[src/rtl/axis_chk_pkg.sv]
// Shared definitions for the AXI-Stream RX traffic checker.
// Contents:
//   - frame classification codes (ERR_*)
//   - receive FSM state type
//   - statistics counter width
//   - popcount8 / keep_last_legal helpers used by the beat checks
package axis_chk_pkg;

  localparam int CNT_W = 32;

  localparam logic [2:0] ERR_GOOD  = 3'd0;
  localparam logic [2:0] ERR_TUSER = 3'd1;
  localparam logic [2:0] ERR_LEN   = 3'd2;
  localparam logic [2:0] ERR_KEEP  = 3'd3;
  localparam logic [2:0] ERR_PAT   = 3'd4;

  typedef enum logic [1:0] {
    IDLE = 2'd0,
    RECV = 2'd1,
    DROP = 2'd2
  } state_t;

  // Number of set bits in a byte-enable vector.
  function automatic logic [3:0] popcount8(input logic [7:0] v);
    logic [3:0] c;
    c = 4'd0;
    for (int i = 0; i < 8; i++) begin
      c = c + {3'd0, v[i]};
    end
    return c;
  endfunction

  // A last beat must carry a contiguous run of bytes starting at byte 0.
  function automatic logic keep_last_legal(input logic [7:0] k);
    logic ok;
    case (k)
      8'h01, 8'h03, 8'h07, 8'h0F,
      8'h1F, 8'h3F, 8'h7F, 8'hFF: ok = 1'b1;
      default:                    ok = 1'b0;
    endcase
    return ok;
  endfunction

endpackage

[src/rtl/axis_rx_check_module_sat_cnt.sv]
// Saturating statistics counter.
// Ports:
//   clk, rst_n : clock, asynchronous active-low reset
//   clr        : synchronous clear, wins over inc
//   inc        : count one event
//   cnt        : current count, sticks at all-ones
module sat_cnt32_module
  import axis_chk_pkg::*;
(
  input  logic             clk,
  input  logic             rst_n,
  input  logic             clr,
  input  logic             inc,
  output logic [CNT_W-1:0] cnt
);

  logic [CNT_W-1:0] cnt_r;

  // Counter register: clear has priority, increment stops at full scale.
  always_ff @(posedge clk or negedge rst_n) begin
    if (!rst_n) begin
      cnt_r <= {CNT_W{1'b0}};
    end else if (clr) begin
      cnt_r <= {CNT_W{1'b0}};
    end else if (inc && (cnt_r != {CNT_W{1'b1}})) begin
      cnt_r <= cnt_r + {{(CNT_W-1){1'b0}}, 1'b1};
    end else begin
      cnt_r <= cnt_r;
    end
  end

  assign cnt = cnt_r;

endmodule

[src/rtl/axis_rx_check_module.sv]
// Receive-side traffic checker for one 10G Ethernet channel.
// Consumes the MAC RX AXI-Stream (no backpressure), checks each frame
// for length window, tkeep legality, MAC bad-frame flag and payload
// pattern, reports one classification per frame and keeps saturating
// per-class statistics.
// Ports:
//   i_clk, i_rst_n     : MAC RX clock, asynchronous active-low reset
//   i_stat_rx_status   : link-up status; frames seen while down are dropped
//   i_clr_cnt          : synchronous clear of all statistics
//   s_axis_rx_*        : RX stream (tvalid/tdata/tlast/tkeep/tuser)
//   o_frame_done       : one-cycle pulse per classified frame
//   o_frame_ok/o_err_code/o_frame_len : result of the last classified frame
//   o_*_cnt            : per-class frame counters
module axis_rx_check_module
  import axis_chk_pkg::*;
#(
  parameter logic [7:0]  P_MIN_LENGTH = 8'd64,
  parameter logic [14:0] P_MAX_LENGTH = 15'd9600,
  parameter int          P_HDR_BEATS  = 2
)(
  input  logic        i_clk,
  input  logic        i_rst_n,
  input  logic        i_stat_rx_status,
  input  logic        i_clr_cnt,
  input  logic        s_axis_rx_tvalid,
  input  logic [63:0] s_axis_rx_tdata,
  input  logic        s_axis_rx_tlast,
  input  logic [7:0]  s_axis_rx_tkeep,
  input  logic        s_axis_rx_tuser,
  output logic        o_frame_done,
  output logic        o_frame_ok,
  output logic [2:0]  o_err_code,
  output logic [14:0] o_frame_len,
  output logic [31:0] o_good_cnt,
  output logic [31:0] o_tuser_cnt,
  output logic [31:0] o_len_cnt,
  output logic [31:0] o_keep_cnt,
  output logic [31:0] o_pat_cnt
);

  localparam logic [14:0] HDR_K   = 15'(P_HDR_BEATS);
  localparam logic [14:0] K_MAX   = 15'h7FFF;

  state_t      state_r;
  logic [14:0] beat_idx_r;   // index of the next beat while in RECV
  logic        keep_err_r;
  logic        pat_err_r;
  logic        frame_done_r;
  logic        frame_ok_r;
  logic [2:0]  err_code_r;
  logic [14:0] frame_len_r;

  logic [14:0] cur_k_s;
  logic [14:0] next_k_s;
  logic        keep_now_s;
  logic        pat_now_s;
  logic        keep_any_s;
  logic        pat_any_s;
  logic [18:0] len_wide_s;
  logic [14:0] len_sat_s;
  logic        len_err_s;
  logic [2:0]  err_s;
  logic        classify_s;

  // Per-beat checks and the classification that would apply if this beat ends the frame.
  always_comb begin
    // The first beat of a frame is always taken in IDLE, so its index is 0
    // and the sticky flags from any earlier frame are ignored there.
    if (state_r == IDLE) begin
      cur_k_s    = 15'd0;
      keep_any_s = 1'b0;
      pat_any_s  = 1'b0;
    end else begin
      cur_k_s    = beat_idx_r;
      keep_any_s = keep_err_r;
      pat_any_s  = pat_err_r;
    end

    if (cur_k_s == K_MAX) begin
      next_k_s = cur_k_s;
    end else begin
      next_k_s = cur_k_s + 15'd1;
    end

    if (s_axis_rx_tlast) begin
      keep_now_s = ~keep_last_legal(s_axis_rx_tkeep);
    end else begin
      keep_now_s = (s_axis_rx_tkeep != 8'hFF);
    end

    pat_now_s = 1'b0;
    if (cur_k_s >= HDR_K) begin
      for (int i = 0; i < 8; i++) begin
        if (s_axis_rx_tkeep[i] && (s_axis_rx_tdata[8*i +: 8] != cur_k_s[7:0])) begin
          pat_now_s = 1'b1;
        end else begin
          pat_now_s = pat_now_s;
        end
      end
    end else begin
      pat_now_s = 1'b0;
    end

    keep_any_s = keep_any_s | keep_now_s;
    pat_any_s  = pat_any_s  | pat_now_s;

    // 8*(beats-1) + bytes on the last beat, widened so overflow is visible.
    len_wide_s = {1'b0, cur_k_s, 3'b000} + {15'd0, popcount8(s_axis_rx_tkeep)};
    if (len_wide_s > 19'd32767) begin
      len_sat_s = 15'h7FFF;
      len_err_s = 1'b1;
    end else begin
      len_sat_s = len_wide_s[14:0];
      len_err_s = (len_sat_s < {7'd0, P_MIN_LENGTH}) || (len_sat_s > P_MAX_LENGTH);
    end

    if (s_axis_rx_tuser) begin
      err_s = ERR_TUSER;
    end else if (len_err_s) begin
      err_s = ERR_LEN;
    end else if (keep_any_s) begin
      err_s = ERR_KEEP;
    end else if (pat_any_s) begin
      err_s = ERR_PAT;
    end else begin
      err_s = ERR_GOOD;
    end

    classify_s = s_axis_rx_tvalid && s_axis_rx_tlast && i_stat_rx_status &&
                 ((state_r == IDLE) || (state_r == RECV));
  end

  // Receive FSM with registered classification outputs.
  always_ff @(posedge i_clk or negedge i_rst_n) begin
    if (!i_rst_n) begin
      state_r      <= IDLE;
      beat_idx_r   <= 15'd0;
      keep_err_r   <= 1'b0;
      pat_err_r    <= 1'b0;
      frame_done_r <= 1'b0;
      frame_ok_r   <= 1'b0;
      err_code_r   <= 3'd0;
      frame_len_r  <= 15'd0;
    end else begin
      frame_done_r <= 1'b0;
      if (classify_s) begin
        frame_done_r <= 1'b1;
        frame_ok_r   <= (err_s == ERR_GOOD);
        err_code_r   <= err_s;
        frame_len_r  <= len_sat_s;
      end
      case (state_r)
        IDLE: begin
          if (s_axis_rx_tvalid && !s_axis_rx_tlast) begin
            if (i_stat_rx_status) begin
              state_r    <= RECV;
              beat_idx_r <= next_k_s;
              keep_err_r <= keep_now_s;
              pat_err_r  <= pat_now_s;
            end else begin
              state_r <= DROP;
            end
          end
        end
        RECV: begin
          if (!i_stat_rx_status) begin
            // A frame that loses link is abandoned; if its last beat is
            // already here there is nothing further to discard.
            state_r <= (s_axis_rx_tvalid && s_axis_rx_tlast) ? IDLE : DROP;
          end else if (s_axis_rx_tvalid) begin
            if (s_axis_rx_tlast) begin
              state_r <= IDLE;
            end else begin
              beat_idx_r <= next_k_s;
              keep_err_r <= keep_any_s;
              pat_err_r  <= pat_any_s;
            end
          end
        end
        DROP: begin
          if (s_axis_rx_tvalid && s_axis_rx_tlast) begin
            state_r <= IDLE;
          end
        end
        default: begin
          state_r <= IDLE;
        end
      endcase
    end
  end

  sat_cnt32_module u_good_cnt (
    .clk(i_clk), .rst_n(i_rst_n), .clr(i_clr_cnt),
    .inc(classify_s && (err_s == ERR_GOOD)), .cnt(o_good_cnt));
  sat_cnt32_module u_tuser_cnt (
    .clk(i_clk), .rst_n(i_rst_n), .clr(i_clr_cnt),
    .inc(classify_s && (err_s == ERR_TUSER)), .cnt(o_tuser_cnt));
  sat_cnt32_module u_len_cnt (
    .clk(i_clk), .rst_n(i_rst_n), .clr(i_clr_cnt),
    .inc(classify_s && (err_s == ERR_LEN)), .cnt(o_len_cnt));
  sat_cnt32_module u_keep_cnt (
    .clk(i_clk), .rst_n(i_rst_n), .clr(i_clr_cnt),
    .inc(classify_s && (err_s == ERR_KEEP)), .cnt(o_keep_cnt));
  sat_cnt32_module u_pat_cnt (
    .clk(i_clk), .rst_n(i_rst_n), .clr(i_clr_cnt),
    .inc(classify_s && (err_s == ERR_PAT)), .cnt(o_pat_cnt));

  assign o_frame_done = frame_done_r;
  assign o_frame_ok   = frame_ok_r;
  assign o_err_code   = err_code_r;
  assign o_frame_len  = frame_len_r;

endmodule

[config.mk]
export PLATFORM = sky130hd
export DESIGN_NAME = axis_rx_check_module
export DESIGN_NICKNAME = d
export VERILOG_FILES = /design/src/rtl/axis_chk_pkg.sv /design/src/rtl/axis_rx_check_module_sat_cnt.sv /design/src/rtl/axis_rx_check_module.sv
export SDC_FILE = /design/constraint.sdc
export NUM_CORES = 1
export LEC_CHECK = 0
export ABC_CLOCK_PERIOD_IN_PS = 5400
export BUFFER_PORTS_ARGS = -buffer_cell sky130_fd_sc_hd__clkbuf_2
export CORE_MARGIN = 3
export CORE_UTILIZATION = 55
export CTS_CLUSTER_DIAMETER = 40
export CTS_CLUSTER_SIZE = 25
export DETAILED_ROUTE_END_ITERATION = 8
export HOLD_SLACK_MARGIN = 0.08
export PLACE_DENSITY = 0.88
export SYNTH_ARGS = -nofsm -noshare
export SYNTH_HDL_FRONTEND = slang
export SYNTH_SLANG_ARGS = --single-unit
[constraint.sdc]
create_clock -name i_clk -period 5.4 [get_ports i_clk]
set_input_delay 1.08 -clock i_clk [delete_from_list [all_inputs] [get_ports i_clk]]
set_output_delay 1.08 -clock i_clk [all_outputs]
set_load 0.01 [all_outputs]
; Word level (Yosys, flattened, before mapping)
; Index checks and enable logic that the tools add are counted.
; Widths: inputs -> output; s select.
[word_totals]
register_bits = 199
output_inout_bits = 180
[classes]
n_addsub = 14
n_lt_le_gt_ge = 4
eq_ne = 37
muxes = 59
bitwise_logic = 3
reduce_logical = 36
[op_table]
columns = op, count
row1 = $mux 32, 10
row2 = $add 32x1->32 const B, 5
row3 = $ne 32x32->1 const B, 5
row4 = $mux 15, 8
row5 = $ne 8x8->1, 8
row6 = $pmux 15 s2, 1
row7 = $mux 1, 26
row8 = $logic_and 1x1->1, 22
row9 = $add 18x4->19, 1
row10 = $gt 19x15->1 const B, 1
row11 = $add 4x1->4, 4
row12 = $add 15x1->15 const B, 1
row13 = $eq 15x15->1 const B, 1
row14 = $ge 15x2->1 const B, 1
row15 = $gt 15x14->1 const B, 1
row16 = $lt 15x7->1 const B, 1
row17 = $mux 2, 7
row18 = $mux 3, 4
row19 = $reduce_bool 2->1, 6
row20 = $ne 2x2->1 const B, 5
row21 = $eq 8x1->1 const B, 1
row22 = $eq 8x2->1 const B, 1
row23 = $eq 8x3->1 const B, 1
row24 = $eq 8x4->1 const B, 1
row25 = other kinds (26), 31

; Longest topological paths before layout
; Gate-level depths: netlist (run 1).
[depth]
word_depth = 23
ltp_mapped = 19
mapped_depth_nobuf = 16

; Modules after synthesis
; A second synthesis (run 1) with hierarchy kept.
[hier_totals]
cells_unflattened = 1495
area_unflattened_um2 = 13342.8
[modules_own_cells]
columns = mod, n_inst, cells_each, area_per_inst_um2, seq_area_each_um2
row1 = sat_cnt32_module (u_good_cnt ...), 4, 198, 1854.3, 800.8
row2 = axis_rx_check_module, 1, 505, 4058.9, 975.9
row3 = sat_cnt32_module (u_tuser_cnt), 1, 198, 1866.8, 800.8

; Worst setup path before layout (run 1)
; OpenSTA, ideal clock, no wires.
[synth_path]
kind = input to register
start = input port s_axis_rx_tkeep[0]
end = register u_keep_cnt.cnt_r[29], in the netlist u_keep_cnt.cnt[29]
setup_time_ns = 0.078
arrival_ns = 5.640
t_required_ns = 5.322
slack_ns = -0.318
path_stages = 18
n_path_buf = 2
cell_sequence = fa_1 -> inv_1 -> fa_1 -> fa_1 -> inv_1 -> ha_1 -> fa_1 -> nand3_2 -> o31a_1 -> o21ai_0 -> or2_2 -> nor4b_2 -> a21oi_1 -> buf_2 -> or4_1 -> buf_2 -> or3_1 -> a21oi_1
[synth_via]
elab_chain_cells = 19
[synth_rtl]
columns = element, line_no
row1 = start: declaration, axis_rx_check_module.sv:28  ; input logic [7:0] s_axis_rx_tkeep,
row2 = "parallel branches: the longest is 13 deep, another holds $add 18x4->19", --
row3 = $mux 3 *, axis_rx_check_module.sv:119  ; end else if (len_err_s) begin
row4 = $mux 3 *, axis_rx_check_module.sv:117  ; if (s_axis_rx_tuser) begin
row5 = $eq 3x2->1 *, axis_rx_check_module.sv:203  ; .inc(classify_s && (err_s == ERR_KEEP)), .cnt(o_keep_cnt));
row6 = $logic_and 1x1->1 *, axis_rx_check_module.sv:203
row7 = $logic_and 1x1->1 *, axis_rx_check_module_sat_cnt.sv:25  ; end else if (inc && (cnt_r != {CNT_W{1'b1}})) begin
row8 = $reduce_bool 2->1 (no line) *, --
row9 = end signal: assignment, axis_rx_check_module_sat_cnt.sv:24  ; cnt_r <= {CNT_W{1'b0}};
row10 = end signal: assignment, axis_rx_check_module_sat_cnt.sv:26  ; cnt_r <= cnt_r + {{(CNT_W-1){1'b0}}, 1'b1};
row11 = end signal: assignment, axis_rx_check_module_sat_cnt.sv:28  ; cnt_r <= cnt_r;
row12 = end: declaration, axis_rx_check_module_sat_cnt.sv:17  ; logic [CNT_W-1:0] cnt_r;
; Every way passes the cells marked *. The select of a mux whose other input is x is not followed.
; A chain may end at the register's enable or synchronous reset.

; Worst setup path in the final report (run 1)
[layout_path]
start = input port s_axis_rx_tkeep[1]
end = register u_pat_cnt.cnt_r[14], in the netlist u_pat_cnt.cnt[14]
[layout_via]
elab_chain_cells = 18
[layout_rtl]
columns = element, line_no
row1 = "parallel branches: the longest is 12 deep, another holds $add 18x4->19", --
row2 = $mux 3 *, axis_rx_check_module.sv:119
row3 = $mux 3 *, axis_rx_check_module.sv:117
row4 = $eq 3x3->1 *, axis_rx_check_module.sv:206  ; .inc(classify_s && (err_s == ERR_PAT)), .cnt(o_pat_cnt));
row5 = $logic_and 1x1->1 *, axis_rx_check_module.sv:206
row6 = $logic_and 1x1->1 *, axis_rx_check_module_sat_cnt.sv:25
row7 = $reduce_bool 2->1 (no line) *, --
row8 = end signal: assignment, axis_rx_check_module_sat_cnt.sv:24
row9 = end signal: assignment, axis_rx_check_module_sat_cnt.sv:26
row10 = end signal: assignment, axis_rx_check_module_sat_cnt.sv:28
row11 = end: declaration, axis_rx_check_module_sat_cnt.sv:17
; Marks and branches as above.

==> run_results.csv, run 1 <==
group,metric,value,unit
sta,final_hold_viol_count,0,
sta,slew_headroom,0.236,
die,core_area,22200,um^2
hold_path,min_path_type,"flip-flop to flip-flop",
yosys,synth_top_cell_by_area,"dfrtp_1",
die,die_w,157,um
sta,slew_violations,0,
clock_tree,cts_tree,"built",
final_layout,diodes,0,
detailed_routing,wl_per_cell,20.0,um
yosys,synth_area_leaders,"dfrtp_1 40%, o21ai_0 4.3%, a21oi_1 4.3%",
clock_tree,root_buffer,"clkbuf_16",
setup_path,endpoint_kind,"flip-flop",
sta,max_freq,181,MHz
clock_tree,cts.htree.levels,4,
clock_tree,cts.path.max_buffers,2,
final_layout,final_cells,2066,
yosys,async_reset_ff_frac,1.00,
global_route,antenna_found_initial,0,
clock_tree,cts.sinks,199,
sta,fin_skew,14.0,ps
yosys,synthesis.nets,1567,
yosys,syn-instance-count,1472,
setup_path,reg2regPathDepth,11,
sta,setup_viol,10,
yosys,synth_edf_count,0,
die,die_h,157,um
placed_design,gp_congestion,0.953,
placed_design,port_buffers,258,
detailed_routing,viasPerCell,6.55,
yosys,synth_flop_cell,"dfrtp_1",
clock_tree,clkTransAtPathRegs,70,ps
detailed_routing,detail-route-antenna-nets,0,
clock_tree,cts_buffers,17,
detailed_routing,drt_iter0_drc,1684,
job,drv_cap,0,
outcome,status,"finished, violations left",
yosys,netlist_area,12600,um^2
yosys,seq_area_frac_synth,0.396,
power,vdd_drop_max,0.174,mV
yosys,avgSynthCellArea,8.55,um^2
sta,tightest_slew,1140,ps
clock_tree,clk-insertion-delay-late,440,ps
global_route,grt_pass1_wl,60300,um
setup_path,critPathArrivalTime,5880,ps
setup_path,critical_path.max_fanout,6,
sta,timing.hold.ws,477,ps
setup_path,startpoint_type,"primary input",
global_route,globalRouteOverflowTotal,0,
final_layout,layout-drive-gt1-share,0.297,
yosys,ys_warn_count,0,
placed_design,place_inst,1991,
die,ios,259,
global_route,grt_max_degree,94,
setup_path,critPathKind,"primary input to flip-flop",
clock_tree,hold_buffers,0,
global_route,grt_pass1_vias,12300,
detailed_routing,drt_pre_antenna_iters,6,
power,leakage,6.74,nW
die,die-area,24700,um^2
die,row_count,54,
sta,rsz0062_at_grt,"yes",
yosys,yosysUniqueCellTypes,71,
hold_path,whs_path_depth,2,
power,total_power,3.88,mW
final_layout,syn_to_final_growth,29.8,%
detailed_routing,wl,41400,um
final_layout,layout.nets,1868,
yosys,synth_top_area_share,0.396,
setup_path,worstPathRequired,5740,ps
sta,finalCriticalPeriod,5530,ps
detailed_routing,num_vias,13500,
global_route,track_usage,0.294,
detailed_routing,drc_errors,0,
placed_design,hpwl,26300,um
yosys,synth_seq_cells,199,
die,initial_core_util,0.568,
sta,finalCritPeriodShare,1.02,
power,power.density,238,nW/um^2
outcome,violations,"negative setup slack",
sta,layout_setup_ws,-131,ps
==> synth_stat cells, types with 3 or more instances <==
cell	instances
a21o_1	4
nand2b_1	7
fa_1	4
and3_1	20
nand4_1	41
o22ai_1	4
xnor2_1	53
o31a_1	4
nand3_1	77
nand2_1	115
o21ba_2	3
nor4_1	28
xor2_1	29
dfrtp_1	199
o32ai_1	32
nor2_1	117
o31ai_1	18
buf_1	8
a21oi_1	107
a32oi_1	32
clkbuf_1	63
or3_1	85
o22a_1	5
or4_1	21
o21ai_0	109
o2111ai_1	6
a41oi_1	3
inv_1	41
and4_1	15
nor4_2	4
nor3_1	31
nand4b_1	4
nor2b_1	60
mux2_2	20
mux2i_1	7
ha_1	12
or2_2	9
buf_2	17
o211ai_1	7
a41o_1	4
and2_1	9
==> repair_timing <==
action / CTS / global route
gates cloned: 0 / 10
pin swaps: 4 / 59
setup endpoints to repair: 6 / 120
buffers inserted: 2 / 32
resized for setup: 10 / 143
==> stage by stage <==
| step | setup slack [ps] | utilization | instance area (um^2) | setup TNS [ps] |
|---|---|---|---|---|
| after floorplan | -139 | - | 12700 | -729 |
| after global placement | -401 | 0.657 | 14600 | -23810 |
| after detailed placement | -533 | 0.657 | 14600 | -34340 |
| after CTS | 2.40 | 0.689 | 15300 | 0 |
| after global routing | -252 | 0.737 | 16300 | -13200 |
| final | -131 | 0.737 | 16300 | -444 |
==> cell families after synthesis <==
logic type	after synthesis	synth area share
fa+ha+maj	16	0.0183
compound gates	356	0.181
mux	27	0.0235
simple gates	660	0.283
buf+inv	132	0.0416
xor+xnor	82	0.0571
flops	199	0.396
==> area by class of cell <==
class                      instances  area [um^2]
fill                            1514         5820
sequential                       199         4980
tap                              280          350
clock inverter                    13          189
timing repair buffer             371         2400
multi-input combinational       1142         7820
clock buffer                      19          443
inverter                          42          158
==> placed cells by master (no fill, tap or decap), types with 10 or more instances in the layout <==
cell       instances
clkbuf_2         255
dfrtp_1          199
nor2_1           115
nand2_1          112
o21ai_0           96
a21oi_1           92
or3_1             82
buf_4             78
nand3_1           75
nor2b_1           60
xnor2_1           53
inv_1             41
nand4_1           41
a32oi_1           32
o32ai_1           32
xor2_1            28
buf_6             26
nor3_1            24
clkbuf_16         22
and3_1            20
nor4_4            17
o31ai_1           16
and4_1            15
a21oi_2           14
mux2_4            14
or4_1             12
o21ai_1           11
ha_1              11
or4_4             10
==> state kept, by name, summed over array words and instances, names as in the netlist <==
name             cells
keep_err_r           1
state_r              2
beat_idx_r          15
u_good_cnt.cnt      32
u_len_cnt.cnt       32
o_frame_done         1
o_err_code           3
u_pat_cnt.cnt       32
u_tuser_cnt.cnt     32
o_frame_len         15
o_frame_ok           1
u_keep_cnt.cnt      32
pat_err_r            1
==> report_power, final <==
part / switching [mW] / internal [mW]
logic: 0.515 / 0.304
clock network: 0.601 / 0.796
registers: 0.114 / 1.55
total: 1.23 / 2.65
==> critical path: stages <==
cell       delay, ps
buf_6            100
fa_1             560
inv_1             60
fa_1             490
fa_1             410
inv_1             70
ha_2             210
fa_2             250
nand3_4          140
nor3_4           260
mux2i_2          280
o2111ai_2        170
nor4b_4          410
a21oi_4          160
buf_6            160
or4b_1           540
or3_1            340
a21oi_1          190
==> metal layers <==
layer / vias to the layer above / GRT usage / part of all wire
met3: 147 / 0.0731 / 0.089
met4: 0 / 0.113 / 0.039
met1: 6582 / 0.378 / 0.39
met2: 768 / 0.480 / 0.48
li1: 6043 / - / -
met5: - / 0 / 0
==> path summary, 6_finish.rpt <==
kind | end | start | slack (ps)
worst max-delay path | u_pat_cnt.cnt[14] | s_axis_rx_tkeep[1] | -130
worst min-delay path | o_frame_len[9] | o_frame_len[9] | 480
worst max register to register | u_pat_cnt.cnt[14] | state_r[1] | 900
worst min register to register | o_frame_len[9] | o_frame_len[9] | 480
max in group asynchronous | u_keep_cnt.cnt[14] | i_rst_n | 3480
min in group asynchronous | u_good_cnt.cnt[17] | i_rst_n | 700
Power figures use the tool's default switching activity.
==> inputs of run 2 (changes only) <==
--- a/config.mk
+++ b/config.mk
@@ -9,2 +9,3 @@
 export BUFFER_PORTS_ARGS = -buffer_cell sky130_fd_sc_hd__clkbuf_2
+export CORE_ASPECT_RATIO = 1.25
 export CORE_MARGIN = 3
==> constraint.sdc (replaced) <==
create_clock -name i_clk -period 5.4 [get_ports i_clk]
set_input_delay 0.81 -clock i_clk [delete_from_list [all_inputs] [get_ports i_clk]]
set_output_delay 0.81 -clock i_clk [all_outputs]
set_load 0.01 [all_outputs]
==> run_results.csv, run 2 (synthesis gave the netlist of run 1 again) <==
group,metric,value,unit
setup_path,critPathKind,"primary input to flip-flop",
power,p_sw_frac,0.336,
clock_tree,root_buffer,"clkbuf_16",
die,die_w,141,um
sta,final_hold_viol_count,0,
final_layout,layout.nets,1815,
setup_path,crit_path_frequent_cell,"fa_1",
job,drv_cap,0,
global_route,grt_pass1_vias,12000,
sta,tightest_slew,999,ps
detailed_routing,wl_met1,14700,um
detailed_routing,drt_iter0_drc,1232,
die,die_h,175,um
final_layout,diodes,0,
die,core_area,22400,um^2
sta,max_freq,192,MHz
clock_tree,cts.htree.levels,4,
power,leakage,6.28,nW
placed_design,hpwl,26100,um
detailed_routing,num_vias,12700,
detailed_routing,detail-route-antenna-nets,0,
sta,fin_skew,17.5,ps
clock_tree,clkTransAtPathRegs,90,ps
setup_path,r2r-start,"state_r[0]",
placed_design,port_buffers,258,
clock_tree,clk-insertion-delay-late,450,ps
setup_path,cp_slowest_cell,"fa_1",
global_route,grt_pass1_wl,58900,um
die,die-area,24700,um^2
setup_path,critical_path.cell_chain,"clkbuf_2 -> fa_1 -> inv_1 -> fa_1 -> fa_1 -> inv_1 -> ha_1 -> fa_2 -> nand3_4 -> buf_4 -> nor2_1 -> o31a_1 -> and2_1 -> nor4b_4 -> a21oi_2 -> buf_4 -> or4b_1 -> or3_1 -> a21oi_1",
setup_path,endpoint_kind,"flip-flop",
clock_tree,cts.path.max_buffers,2,
setup_path,crit_family,"adder cells",
die,ios,259,
detailed_routing,wl,36500,um
global_route,grt_max_degree,121,
detailed_routing,drc_errors,0,
sta,layout_setup_ws,183,ps
sta,finalCriticalPeriod,5220,ps
detailed_routing,route.met2.wl,17700,um
detailed_routing,viasPerCell,6.31,
sta,finalCritPeriodShare,0.966,
detailed_routing,dr.max_layer_used,"met4",
global_route,antenna_found_initial,0,
detailed_routing,route.met3.wl,2890,um
hold_path,min_path_type,"primary input to asynchronous set/reset pin",
setup_path,r2r_slack,1120,ps
setup_path,reg2regPathDepth,15,
final_layout,final_cells,2016,
detailed_routing,drt_pre_antenna_iters,6,
power,p_sw,1.25,mW
detailed_routing,wl_per_cell,18.1,um
power,intPower,2.47,mW
sta,slew_headroom,0.334,
global_route,track_usage,0.286,
sta,slew_violations,0,
die,initial_core_util,0.563,
global_route,globalRouteOverflowTotal,0,
setup_path,worstPathRequired,5750,ps
clock_tree,cts_tree,"built",
setup_path,critPathArrivalTime,5570,ps
setup_path,max_stage_delay,560,ps
power,power_frac_clock,0.358,
setup_path,startpoint_type,"primary input",
power,combPwrFrac,0.204,
final_layout,final_common_cell,"clkbuf_2",
sta,setup_viol,0,
die,row_count,61,
placed_design,place_ws,-303,ps
power,vdd_drop_max,0.304,mV
setup_path,worst-path-buf-inv,5,
clock_tree,cts.sinks,199,
final_layout,post-route-util,0.673,
clock_tree,postCtsSetupBuffers,0,
setup_path,critical_path.max_fanout,12,
power,power.density,247,nW/um^2
setup_path,r2r_end,"u_pat_cnt.cnt[12]",
clock_tree,hold_buffers,0,
final_layout,layout-drive-gt1-share,0.232,
final_layout,final_cell_mix,"256 x clkbuf_2, 199 x dfrtp_1, 116 x nor2_1",
outcome,status,"finished clean",
placed_design,place_inst,1984,
power,seq_power_share,0.438,
final_layout,syn_to_final_growth,19.6,%
clock_tree,cts_buffers,17,
placed_design,gp_congestion,0.984,
==> run 2: cell types whose count changed in the layout (fill, tap and decap cells not counted), moves of 12 or more <==
cell	delta
buf_6	-26
buf_4	-19
nor4_1	+18
nor4_4	-16
mux2_2	+14
mux2_4	-14
a21oi_1	+13
a21oi_2	-12
o21ai_0	+12
==> run 2: layout make-up <==
class / count / area (um^2)
inverters: 42 / 158
clock buffers: 17 / 425
multi-input cells: 1141 / 7140
clock inverters: 15 / 200
fillers: 1782 / 7310
flip-flops and latches: 199 / 4980
repair buffers: 319 / 1800
well taps: 283 / 354
==> run 2: power by group through the flow <==
stage / clock (mW) / combinational [mW] / sequential, mW
CTS: 1.35 / 0.747 / 1.63
global route: 1.41 / 0.827 / 1.64
detailed placement: 0 / 0.742 / 1.66
floorplan: 0 / 0.477 / 1.64
global placement: 0 / 0.724 / 1.66
finish: 1.33 / 0.760 / 1.63
==> run 2: timing repair <==
action	CTS	global route
setup endpoints to repair	0	17
hold endpoints to repair	0	0
resized for setup	0	8
==> run 2: worst max-delay path by stage <==
stage / cells past startpoint / slack (ps) / from / to
after floorplan: 18 / 20 / s_axis_rx_tkeep[0] / u_keep_cnt.cnt[29]
after global placement: 17 / -260 / s_axis_rx_tkeep[0] / u_keep_cnt.cnt[29]
after detailed placement: 17 / -300 / s_axis_rx_tkeep[0] / u_keep_cnt.cnt[23]
after CTS: 17 / 130 / s_axis_rx_tkeep[0] / u_keep_cnt.cnt[23]
after global routing: 20 / -8 / s_axis_rx_tkeep[0] / u_len_cnt.cnt[21]
final: 19 / 180 / s_axis_rx_tkeep[0] / u_pat_cnt.cnt[12]
==> run 2: per-layer routing <==
metal	GRT usage	vias to the layer above
met4	0.110	0
met2	0.474	570
met1	0.364	6109
li1	-	5925
met5	0	-
met3	0.0657	109
==> run 2: stage by stage <==
step,hold WS [ps],total power [mW],instance area [um^2],setup TNS [ps]
finish,468,3.73,15100,0
global route,512,3.88,15100,-16.3
CTS,489,3.73,15000,0
detailed placement,471,2.40,14400,-9720
global placement,455,2.38,14400,-6040
floorplan,450,2.11,12600,0
==> inputs of run 3 (changes only) <==
- ABC_CLOCK_PERIOD_IN_PS: 5400 -> 5140
- clock period: 5.4 -> 5.14 ns (I/O delays scaled with it)
==> run_results.csv, run 3 (synthesis gave the netlist of run 1 again) <==
group,metric,value,unit
outcome,status,"finished clean",
detailed_routing,route.met3.wl,2710,um
setup_path,r2r_slack,880,ps
sta,max_freq,196,MHz
sta,rsz0062_at_grt,"yes",
power,leakage,6.43,nW
final_layout,final_common_cell,"clkbuf_2",
final_layout,final_cell_mix,"255 x clkbuf_2, 199 x dfrtp_1, 115 x nor2_1, 115 x nand2_1, 106 x o21ai_0",
global_route,antenna_found_initial,0,
detailed_routing,drt_iter0_drc,1118,
die,row_count,61,
detailed_routing,wl,37300,um
detailed_routing,viasPerCell,6.35,
clock_tree,cts.sinks,199,
sta,layout_setup_ws,32.4,ps
die,die_h,175,um
setup_path,worstPathRequired,5500,ps
sta,slew_violations,0,
setup_path,critical_path.max_fanout,7,
job,drv_cap,0,
clock_tree,root_buffer,"clkbuf_16",
setup_path,endpoint_kind,"flip-flop",
sta,final_hold_viol_count,0,
final_layout,syn_to_final_growth,22.4,%
hold_path,min_path_type,"primary input to asynchronous set/reset pin",
global_route,grt_pass1_vias,12100,
sta,fin_skew,16.8,ps
global_route,globalRouteOverflowTotal,0,
sta,finalCritPeriodShare,0.994,
detailed_routing,num_vias,12900,
final_layout,layout.nets,1833,
clock_tree,cts_tree,"built",
detailed_routing,drt_pre_antenna_iters,6,
global_route,track_usage,0.290,
power,vdd_drop_max,0.248,mV
final_layout,layout-drive-gt1-share,0.258,
die,core_area,22400,um^2
detailed_routing,drc_errors,0,
placed_design,gp_congestion,0.950,
clock_tree,hold_buffers,0,
clock_tree,cts_buffers,17,
global_route,grt_max_degree,109,
sta,tightest_slew,871,ps
clock_tree,cts.htree.levels,4,
sta,slew_headroom,0.419,
die,initial_core_util,0.563,
placed_design,placed_cell_area,14600,um^2
clock_tree,cts.path.max_buffers,2,
setup_path,critPathKind,"primary input to flip-flop",
die,die_w,141,um
die,ios,259,
sta,setup_viol,0,
placed_design,place_ws,-331,ps
final_layout,stdcell_area,15400,um^2
detailed_routing,wl_met1,14600,um
detailed_routing,route.met2.wl,18700,um
final_layout,nFillCells,1750,
placed_design,port_buffers,258,
detailed_routing,wl_per_cell,18.4,um
clock_tree,clk-insertion-delay-late,450,ps
final_layout,diodes,0,
setup_path,critPathArrivalTime,5470,ps
sta,timing.setup.tns,0,ps
die,die-area,24700,um^2
clock_tree,clkTransAtPathRegs,90,ps
power,power.density,250,nW/um^2
setup_path,startpoint_type,"primary input",
detailed_routing,detail-route-antenna-nets,0,
sta,finalCriticalPeriod,5110,ps
global_route,grt_pass1_wl,59800,um
detailed_routing,dr.max_layer_used,"met4",
placed_design,hpwl,26400,um
## run 3: cell count changes in the layout (fill, tap and decap cells not counted), sizes merged
cell and delta:
clkinv -1, or4 +1, buf +17
## run 3: path summary, 6_finish.rpt
kind                                          from                  to  depth (start not counted)
worst max-delay path            s_axis_rx_tkeep[0]  u_keep_cnt.cnt[17]                         17
worst min-delay path                       i_rst_n  u_good_cnt.cnt[19]                          1
worst max register to register          state_r[1]  u_keep_cnt.cnt[17]                         16
worst min register to register       o_err_code[2]       o_err_code[2]                          2
max in group asynchronous                  i_rst_n   u_len_cnt.cnt[12]                          2
min in group i_clk                   o_err_code[2]       o_err_code[2]                          2
## run 3: worst max-delay path, cell delays in order
cell and delay (ps):
buf_6 100, fa_1 540, inv_1 50, fa_1 500
fa_1 410, inv_1 70, ha_2 200, fa_2 230
nand3_4 160, nor4_4 380, o2111ai_2 170, nor3_2 210
o22ai_2 120, or4_4 580, or4_4 470, or3_4 390
a21oi_2 120
## run 3: through the flow
step                      total power, mW  instances   util  hold WS, ps
final                                3.86       2033  0.689          438
after CTS                            3.85       2026  0.677          462
after floorplan                      2.23       1472      -          450
after global placement               2.51       1995  0.651          458
after global routing                 4.02       2033  0.689          498
after detailed placement             2.53       1995  0.651          469
## run 3: cell type report
class | count | area, um^2 | share of cell area
flip-flops and latches | 199 | 4980 | 0.323
well taps | 283 | 354 | 0.0230
multi-input cells | 1142 | 7370 | 0.478
clock buffers | 17 | 425 | 0.0276
repair buffers | 336 | 1970 | 0.128
inverters | 42 | 158 | 0.0102
clock inverters | 14 | 155 | 0.0101
## run 3: per-layer routing
metal  track usage  up-vias
met3        0.0608      109
li1              -     5970
met5             0        -
met4         0.110        0
met1         0.357     6274
met2         0.500      555
## run 3: repair_timing
| item | CTS | global route |
|---|---|---|
| buffers inserted | 0 | 6 |
| resized for setup | 0 | 41 |
| setup endpoints to repair | 0 | 63 |
## run 3: where the power goes
part           total [mW]  leakage, nW  switching, mW  internal, mW
registers            1.74         2.74          0.109          1.63
clock network        1.33        0.284          0.676         0.651
logic               0.791         3.40          0.489         0.302
